--- src/rtl/des_key_pkg.sv ---
// DES key-schedule tables (PC-1, PC-2, rotation schedule), shared types and helpers.
// Latency: none; constants and combinational functions only.
// Backpressure: not applicable.
package des_key_pkg;

  typedef logic [1:28] half_t;
  typedef logic [1:56] cd_t;
  typedef logic [1:48] subkey_t;

  typedef enum logic {ST_IDLE = 1'b0, ST_RUN = 1'b1} state_t;

  // Entry i names the key bit (1 = MSB) that becomes bit i of {C,D}.
  localparam int PC1 [1:56] = '{
    57, 49, 41, 33, 25, 17,  9,
     1, 58, 50, 42, 34, 26, 18,
    10,  2, 59, 51, 43, 35, 27,
    19, 11,  3, 60, 52, 44, 36,
    63, 55, 47, 39, 31, 23, 15,
     7, 62, 54, 46, 38, 30, 22,
    14,  6, 61, 53, 45, 37, 29,
    21, 13,  5, 28, 20, 12,  4
  };

  // Entry i names the {C,D} bit that becomes subkey bit i.
  localparam int PC2 [1:48] = '{
    14, 17, 11, 24,  1,  5,
     3, 28, 15,  6, 21, 10,
    23, 19, 12,  4, 26,  8,
    16,  7, 27, 20, 13,  2,
    41, 52, 31, 37, 47, 55,
    30, 40, 51, 45, 33, 48,
    44, 49, 39, 56, 34, 53,
    46, 42, 50, 36, 29, 32
  };

  // Left-rotate amount applied to reach round i from round i-1.
  localparam int SHIFT [1:16] = '{1, 1, 2, 2, 2, 2, 2, 2, 1, 2, 2, 2, 2, 2, 2, 1};

  // PC-1 drops the eight parity bits, so they never influence the schedule.
  function automatic cd_t pc1(input logic [1:64] k);
    cd_t cd;
    cd = '0;
    for (int i = 1; i <= 56; i++) begin
      cd[i] = k[PC1[i]];
    end
    return cd;
  endfunction

  // Rotate toward bit 1 (the MSB) by one or two places.
  function automatic half_t rotl(input half_t h, input logic two);
    return two ? {h[3:28], h[1:2]} : {h[2:28], h[1]};
  endfunction

  // Rotate toward bit 28 (the LSB) by one or two places.
  function automatic half_t rotr(input half_t h, input logic two);
    return two ? {h[27:28], h[1:26]} : {h[28], h[1:27]};
  endfunction

endpackage

--- src/rtl/des_pc2.sv ---
// DES Permuted Choice 2: selects 48 of the 56 C/D bits to form a round subkey.
// Latency: purely combinational.
// Backpressure: not applicable.
module des_pc2
  import des_key_pkg::*;
(
  input  logic [1:56] i_cd,
  output logic [1:48] o_subkey
);

  // Fixed bit gather through the PC-2 table.
  always_comb begin
    o_subkey = '0;
    for (int i = 1; i <= 48; i++) begin
      o_subkey[i] = i_cd[PC2[i]];
    end
  end

endmodule

--- src/rtl/des_subkey_sequencer.sv ---
// Sequential DES key schedule: emits K1..K16 (or K16..K1) one per valid/ready handshake.
// Latency: first subkey valid the cycle after start is accepted; one subkey per cycle when ready.
// Backpressure: subkey/round/last hold while ready is low; start ignored while busy.
module des_subkey_sequencer
  import des_key_pkg::*;
(
  input  logic        i_clk,
  input  logic        i_rst_n,
  input  logic        i_start,
  input  logic        i_decrypt,
  input  logic [1:64] i_key,
  output logic        o_busy,
  output logic        o_subkey_valid,
  input  logic        i_subkey_ready,
  output logic [1:48] o_subkey,
  output logic [4:0]  o_round,
  output logic        o_last
);

  state_t      r_state;
  state_t      w_state_nxt;
  half_t       r_c;
  half_t       r_d;
  logic [3:0]  r_count;
  logic        r_dec;

  logic        w_run;
  logic        w_load;
  logic        w_fire;
  logic        w_step;
  logic        w_final;
  cd_t         w_pc1;
  logic [4:0]  w_shift_idx;
  logic        w_two;

  assign w_run   = (r_state == ST_RUN);
  assign w_load  = (r_state == ST_IDLE) && i_start;
  assign w_fire  = w_run && i_subkey_ready;
  assign w_final = (r_count == 4'd15);
  assign w_step  = w_fire && !w_final;
  assign w_pc1   = pc1(i_key);

  // Encrypt moves to round count+2 using that round's shift; decrypt undoes the
  // shift of the round currently presented (16-count).
  assign w_shift_idx = r_dec ? (5'd16 - {1'b0, r_count}) : ({1'b0, r_count} + 5'd2);
  assign w_two       = (SHIFT[w_shift_idx] == 2);

  // State register.
  always_ff @(posedge i_clk or negedge i_rst_n) begin
    if (!i_rst_n) begin
      r_state <= ST_IDLE;
    end else begin
      r_state <= w_state_nxt;
    end
  end

  // Next-state logic: leave RUN only on the handshake of the 16th subkey.
  always_comb begin
    w_state_nxt = r_state;
    case (r_state)
      ST_IDLE: if (i_start) w_state_nxt = ST_RUN;
      ST_RUN:  if (w_fire && w_final) w_state_nxt = ST_IDLE;
      default: w_state_nxt = ST_IDLE;
    endcase
  end

  // Output decode; round is derived from count and the latched direction.
  always_comb begin
    o_busy         = w_run;
    o_subkey_valid = w_run;
    o_last         = w_run && w_final;
    o_round        = 5'd0;
    if (w_run) begin
      o_round = r_dec ? (5'd16 - {1'b0, r_count}) : ({1'b0, r_count} + 5'd1);
    end
  end

  // C/D halves, handshake counter and direction flag. Decrypt loads C0/D0 directly
  // because the full schedule rotates by 28, which makes them equal to C16/D16.
  always_ff @(posedge i_clk or negedge i_rst_n) begin
    if (!i_rst_n) begin
      r_c     <= '0;
      r_d     <= '0;
      r_count <= 4'd0;
      r_dec   <= 1'b0;
    end else if (w_load) begin
      r_dec   <= i_decrypt;
      r_count <= 4'd0;
      if (i_decrypt) begin
        r_c <= w_pc1[1:28];
        r_d <= w_pc1[29:56];
      end else begin
        r_c <= rotl(w_pc1[1:28], 1'b0);
        r_d <= rotl(w_pc1[29:56], 1'b0);
      end
    end else if (w_step) begin
      r_count <= r_count + 4'd1;
      if (r_dec) begin
        r_c <= rotr(r_c, w_two);
        r_d <= rotr(r_d, w_two);
      end else begin
        r_c <= rotl(r_c, w_two);
        r_d <= rotl(r_d, w_two);
      end
    end
  end

  des_pc2 u_pc2 (
    .i_cd     ({r_c, r_d}),
    .o_subkey (o_subkey)
  );

endmodule

--- config.mk ---
export PLATFORM = sky130hd
export DESIGN_NAME = des_subkey_sequencer
export DESIGN_NICKNAME = d
export VERILOG_FILES = /design/src/rtl/des_key_pkg.sv /design/src/rtl/des_pc2.sv /design/src/rtl/des_subkey_sequencer.sv
export SDC_FILE = /design/constraint.sdc
export NUM_CORES = 1
export LEC_CHECK = 0
export BUFFER_PORTS_ARGS = -buffer_cell sky130_fd_sc_hd__buf_2
export CAP_MARGIN = 10
export CORE_ASPECT_RATIO = 0.6
export CORE_MARGIN = 1.5
export CORE_UTILIZATION = 30
export CTS_CLUSTER_SIZE = 40
export DETAILED_ROUTE_END_ITERATION = 10
export PLACE_DENSITY = 0.53
export SYNTH_ARGS = -nofsm -noshare
export SYNTH_HDL_FRONTEND = slang
export SYNTH_SLANG_ARGS = --single-unit
export TNS_END_PERCENT = 5
--- constraint.sdc ---
create_clock -name i_clk -period 2.9 [get_ports i_clk]
set_input_delay 0.145 -clock i_clk [delete_from_list [all_inputs] [get_ports i_clk]]
set_output_delay 0.145 -clock i_clk [all_outputs]
set_load 0.03 [all_outputs]
# Word level (Yosys, flattened, before mapping)
# Memories as Yosys holds them, arrays and structs flattened.
# Index checks and enable logic that the tools add are counted.
[word_totals] ff_bits=62 romBits=1024 in_bits=69 out_inout_bits=56 elab_cells=44 memories=1
[op_classes] addsub=4 magnitude_cmp=1 eq_ne=2 mux=22 bitwise=2 reduce_logical=7
[memory_table] memory="(no name shown)" words=32 word_bits=32 read_ports=1 rd_clocked_by_memory_dff=0 write_ports=0 line="des_subkey_sequencer.sv:46" text="assign w_two = (SHIFT[w_shift_idx] == 2);"
[ops] op="$mux W28" count=12
[ops] op="$mux W32" count=2
[ops] op="$eq A32 B3 Y1 const B" count=1
[ops] op="$mux W5" count=3
[ops] op="$mux W4" count=2
[ops] op="$ge A6 B6 Y1 const B" count=1
[ops] op="$not A5 Y6" count=1
[ops] op="$add A4 B1 Y5 const B" count=1
[ops] op="$add A4 B2 Y5 const B" count=1
[ops] op="$logic_and A1 B1 Y1" count=5
[ops] op="$sub A5 B4 Y5 const A" count=1
[ops] op="$add A4 B1 Y4 const B" count=1
[ops] op="$eq A4 B4 Y1 const B" count=1
[ops] op="$mux W1" count=2
[ops] op="$pmux W1 S2" count=1
[ops] op="$reduce_bool A2 Y1" count=1
[ops] op="$logic_not A1 Y1" count=1
[ops] op="$not A1 Y1" count=1

# Depth between registers and ports, before layout
[depth] depth_word=11 mapped_depth=11 mapped_depth_nobuf=7

# Cells and area by module
# From an unflattened synthesis, not the netlist that was laid out.
[hier_totals] cells_unflattened=710 hier_area_um2=5617.9
[by_module_without_submodules] module="des_subkey_sequencer" instances=1 cells_per_inst=662 area_each_um2=5257.5
[by_module_without_submodules] module="des_pc2" instances=1 cells_per_inst=48 area_each_um2=360.3

# Worst setup path before layout
# OpenSTA, ideal clock, no wires.
[synth_path] kind="reg2reg" start="reg r_count[0]" end="reg r_c[27]" arrival_time_ns=2.230 required_ns=2.818 setup_slack_ns=0.589 path_stages_with_launch=11 path_buffers=3 period_less_slack_ns=2.311 path_cell_list="dfrtp_1 -> buf_2 -> inv_1 -> ha_1 -> and4bb_1 -> buf_6 -> or2_4 -> a31oi_4 -> buf_12 -> mux2_1 -> a31oi_1"
[synth_between] elab_chain_cells=11 word_cells_on_any_way=17 classes_between="2 x add/sub; 2 x eq/ne; 8 x mux; 1 x bitwise; 3 x reduce/logical; 1 x memory"
[synth_rtl] item="start: declaration" line="des_subkey_sequencer.sv:24" text="logic [3:0] r_count;"
[synth_rtl] item="start signal: assignment" line="des_subkey_sequencer.sv:97" text="r_count <= r_count + 4'd1;"
[synth_rtl] item="$sub A5 B4 Y5 or $add A4 B2 Y5 (tied branches)" line="des_subkey_sequencer.sv:45" text="assign w_shift_idx = r_dec ? (5'd16 - {1'b0, r_count}) : ({1'b0, r_count} + 5'd2);"
[synth_rtl] item="$mux W5" line="des_subkey_sequencer.sv:45"
[synth_rtl] item="$not A5 Y6 (implied by the code)" line="des_subkey_sequencer.sv:46"
[synth_rtl] item="$mem_v2 Z32 W32"
[synth_rtl] item="$mux W32 (implied by the code) (2 in a row)" line="des_subkey_sequencer.sv:46"
[synth_rtl] item="$eq A32 B3 Y1" line="des_subkey_sequencer.sv:46"
[synth_rtl] item="$mux W28, on equally long branches" line="des_key_pkg.sv:51, des_key_pkg.sv:56"
[synth_rtl] item="$mux W28" line="des_subkey_sequencer.sv:98" text="if (r_dec) begin"
[synth_rtl] item="$mux W28" line="des_subkey_sequencer.sv:96" text="end else if (w_step) begin"
[synth_rtl] item="$mux W28" line="des_subkey_sequencer.sv:86" text="end else if (w_load) begin"
[synth_rtl] item="end signal: assignment" line="des_subkey_sequencer.sv:90" text="r_c <= w_pc1[1:28];"
[synth_rtl] item="end signal: assignment" line="des_subkey_sequencer.sv:99" text="r_c <= rotr(r_c, w_two);"
[synth_rtl] item="end signal: assignment" line="des_subkey_sequencer.sv:102" text="r_c <= rotl(r_c, w_two);"
[synth_rtl] item="end: declaration" line="des_subkey_sequencer.sv:22" text="half_t r_c;"
# Parallel ways exist; a longest one is shown, timed or not. The select of a mux whose other input is x is not followed.
# A chain may end at the register's enable or synchronous reset.

# Final worst setup path
[layout_path] start="reg r_count[2]" end="reg r_c[20]"
# Same word-level chain as after synthesis.

==> results.ini <==
[global_route]
first_global_vias=4951
grt_use_total_pct=17.7
use_met3_pct=3.68
overflow=0
grt_pass1_wl_mm=28.2
met2_usage_pct=24.5
grt.busiest_layer=met1
use_met1_pct=28.0
antenna_found_initial=0
grt_start_max_net_pins=61

[die]
num_rows=39
initial_core_util_pct=30.4
die_h_um=110
core_sq_mm=0.0189
io_pins=125
die_w_um=182
die_area_sq_mm=0.0201

[detailed_routing]
drt-wirelength-per-cell_um=18.2
viasPerCell=5.62
drt_first_pass_iters=5
ant_nets=0
drc=0
routed_wirelength_mm=17.6
drtIter0Drc=526
num_vias=5429

[timing]
max_freq_mhz=369
hold_violations=20
worst_pin_slew_ns=1.07
skew_ns=0.00692
tns_ns=0
layout_min_cycle_time_ns=2.71
whs_ns=-0.0251
final.period_utilization_pct=93.4
maxSlewViolCount=0
relSlewSlack_pct=28.5
setup_viol=0
rsz0062_at_grt=false

[pwr]
vdd_ir_drop_max_v=0.000689
power.density_mw_per_mm2=1530
power_switching_mw=5.23
p_comb_share_pct=67.4
power.share.clock_pct=11.8
total_power_mw=10.1
p_sw_share_pct=51.9
p_int_mw=4.85
leakagePower_nw=2.85
seq_power_share_pct=20.8

[logic_synthesis]
dominantRegCellSynth=dfrtp_1
yosys_warnings=0
synth-edff-count=0
synthArstFlopShare_pct=100
yosysTopAreaCellShare_pct=26.9
synth.largest_area_cell=dfrtp_1
synth_area_sq_mm=0.00576
seq_area_frac_synth_pct=26.9
synth-seq-cells=62
syn_nets=743
yosysMostFrequentCell=mux2i_1
ys_top_cells_by_count=109 x mux2i_1, 101 x o21ai_0, 62 x dfrtp_1, 61 x nor2_1, 51 x buf_4
syn_inst=670
synthTopCellsByArea=dfrtp_1 27%, mux2i_1 19%, o21ai_0 8.8%
synth.distinct_cells=53
avgSynthCellArea_sq_um=8.60

[critical_path]
worstPathMaxFanout=20
cpMaxStageDelayCell=a211oi_4
start_kind=flip-flop
crit_required_ns=3.14
critPathKind=flip-flop to flip-flop
slowest_delay_ns=0.91
cp-end-kind=flip-flop
path_cells=ha_1, xor2_1, o21ai_1, a211oi_4, buf_4, a221oi_1, o22ai_1
critPathArrivalTime_ns=2.95

[clock_network]
cts_max_level=3
clk_path_buf_depth=2
holdBufCountCts=0
cts_buffers=9
clk_latency_ns=0.33
cts_root_buffer=clkbuf_16
cts_setup_buffers=0
cts_tree=built
path_clk_slew_ns=0.06
ctsResizeCount=0
cts_sinks=62

[final_layout]
synthToLayoutAreaGrowth_pct=13.9
drive_above_1_share_pct=24.3
fin_nets=788
nFillCells=1951
n_antenna_cell=0

[flow_run]
maxCapViolations=0

[placement]
gp_congestion=0.782
dp_hpwl_mm=12.3
portBuffers=116

[run_status]
status=complete, but fails checks
violations=negative hold slack

[min_path]
hold_path_class=input port to async pin

registers in the layout (all words and copies together), names as in the netlist:
| name | count |
|---|---|
| r_c | 28 |
| r_d | 28 |
| r_count | 4 |
| o_busy | 1 |
| r_dec | 1 |
layer usage:
metal | wire length (um) | share of wire [%] | vias to the layer above
met3 | 1220 | 6.9 | 6
met1 | 9350 | 53 | 2611
met4 | 78 | 0.44 | 0
met5 | 0 | 0 | -
met2 | 6970 | 40 | 202
li1 | - | - | 2610
cell families after synthesis:
family          synth area share, %
flops                          26.9
mux                            19.3
compound gates                 28.0
xor+xnor                      0.912
simple gates                   10.7
fa+ha+maj                     0.868
buf+inv                        13.3
power groups by stage:
| stage | combinational [mW] | clock, mW | sequential [mW] |
|---|---|---|---|
| finish | 6.79 | 1.19 | 2.10 |
| global route | 7.40 | 1.26 | 2.18 |
| CTS | 6.79 | 1.22 | 2.07 |
| detailed placement | 6.77 | 0 | 2.08 |
| global placement | 6.73 | 0 | 2.08 |
| floorplan | 5.94 | 0 | 1.81 |
worst max-delay path: cells and delay by family, from the launching register on:
kind	cells	cell delay, ns
compound gates	4	1.36
flops	1	0.48
buf+inv	1	0.34
xor+xnor	1	0.18
fa+ha+maj	1	0.23
path summary, 6_finish.rpt:
check | slack [ns] | cells after the start | to | start
worst max-delay path | 0.19 | 7 | r_c[20] | r_count[2]
worst min-delay path | -0.03 | 1 | r_c[14] | i_rst_n
worst max register to register | 0.19 | 7 | r_c[20] | r_count[2]
worst min register to register | 0.64 | 2 | r_c[19] | r_c[19]
max in group asynchronous | 2.10 | 2 | r_d[26] | i_rst_n
min in group i_clk | 0.07 | 2 | o_busy | i_subkey_ready
layout by cell type, fill, tap and decap left out, types with 2 or more instances in the layout:
| cell type | synthesis | layout |
|---|---|---|
| a21boi_0 | 2 | 2 |
| bufinv_16 | 0 | 2 |
| a22oi_1 | 3 | 3 |
| nand4_1 | 5 | 5 |
| o21ai_0 | 101 | 101 |
| inv_1 | 5 | 5 |
| buf_2 | 15 | 115 |
| xor2_1 | 2 | 2 |
| and3_1 | 2 | 2 |
| a221oi_1 | 49 | 49 |
| buf_4 | 51 | 23 |
| nand2b_1 | 5 | 4 |
| o22ai_1 | 49 | 49 |
| o311a_1 | 3 | 3 |
| and4_1 | 3 | 3 |
| a31oi_1 | 8 | 8 |
| a21oi_1 | 6 | 6 |
| nor3_1 | 2 | 2 |
| a211oi_1 | 3 | 3 |
| nor2b_1 | 4 | 4 |
| nor2_1 | 61 | 61 |
| xnor2_1 | 4 | 4 |
| clkinvlp_4 | 0 | 2 |
| nand2_1 | 20 | 20 |
| nand3_1 | 12 | 12 |
| o2111ai_1 | 2 | 2 |
| mux2_1 | 2 | 2 |
| o32a_1 | 3 | 3 |
| dfrtp_1 | 62 | 62 |
| ha_1 | 4 | 4 |
| mux2i_1 | 109 | 109 |
| clkbuf_16 | 0 | 9 |
| and2_1 | 7 | 6 |
| buf_12 | 6 | 7 |
final cells by class:
class	count	area (sq um)	area share, %
well taps	246	308	4.69
flip-flops and latches	62	1550	23.6
repair buffers	145	888	13.5
clock inverters	7	97.6	1.49
inverters	5	18.8	0.286
multi-input cells	492	3480	53.0
clock buffers	9	225	3.43
stage by stage:
step	setup WS (ns)	util, %	cells	area (sq um)
5_1_grt	0.0237	34.7	966	6570
6_report	0.192	34.7	966	6570
3_5_place_dp	0.171	33.0	950	6240
3_3_place_gp	0.203	33.0	950	6240
2_1_floorplan	0.589	-	670	5760
4_1_cts	0.144	34.7	966	6570
(Power assumes the default switching activity.)
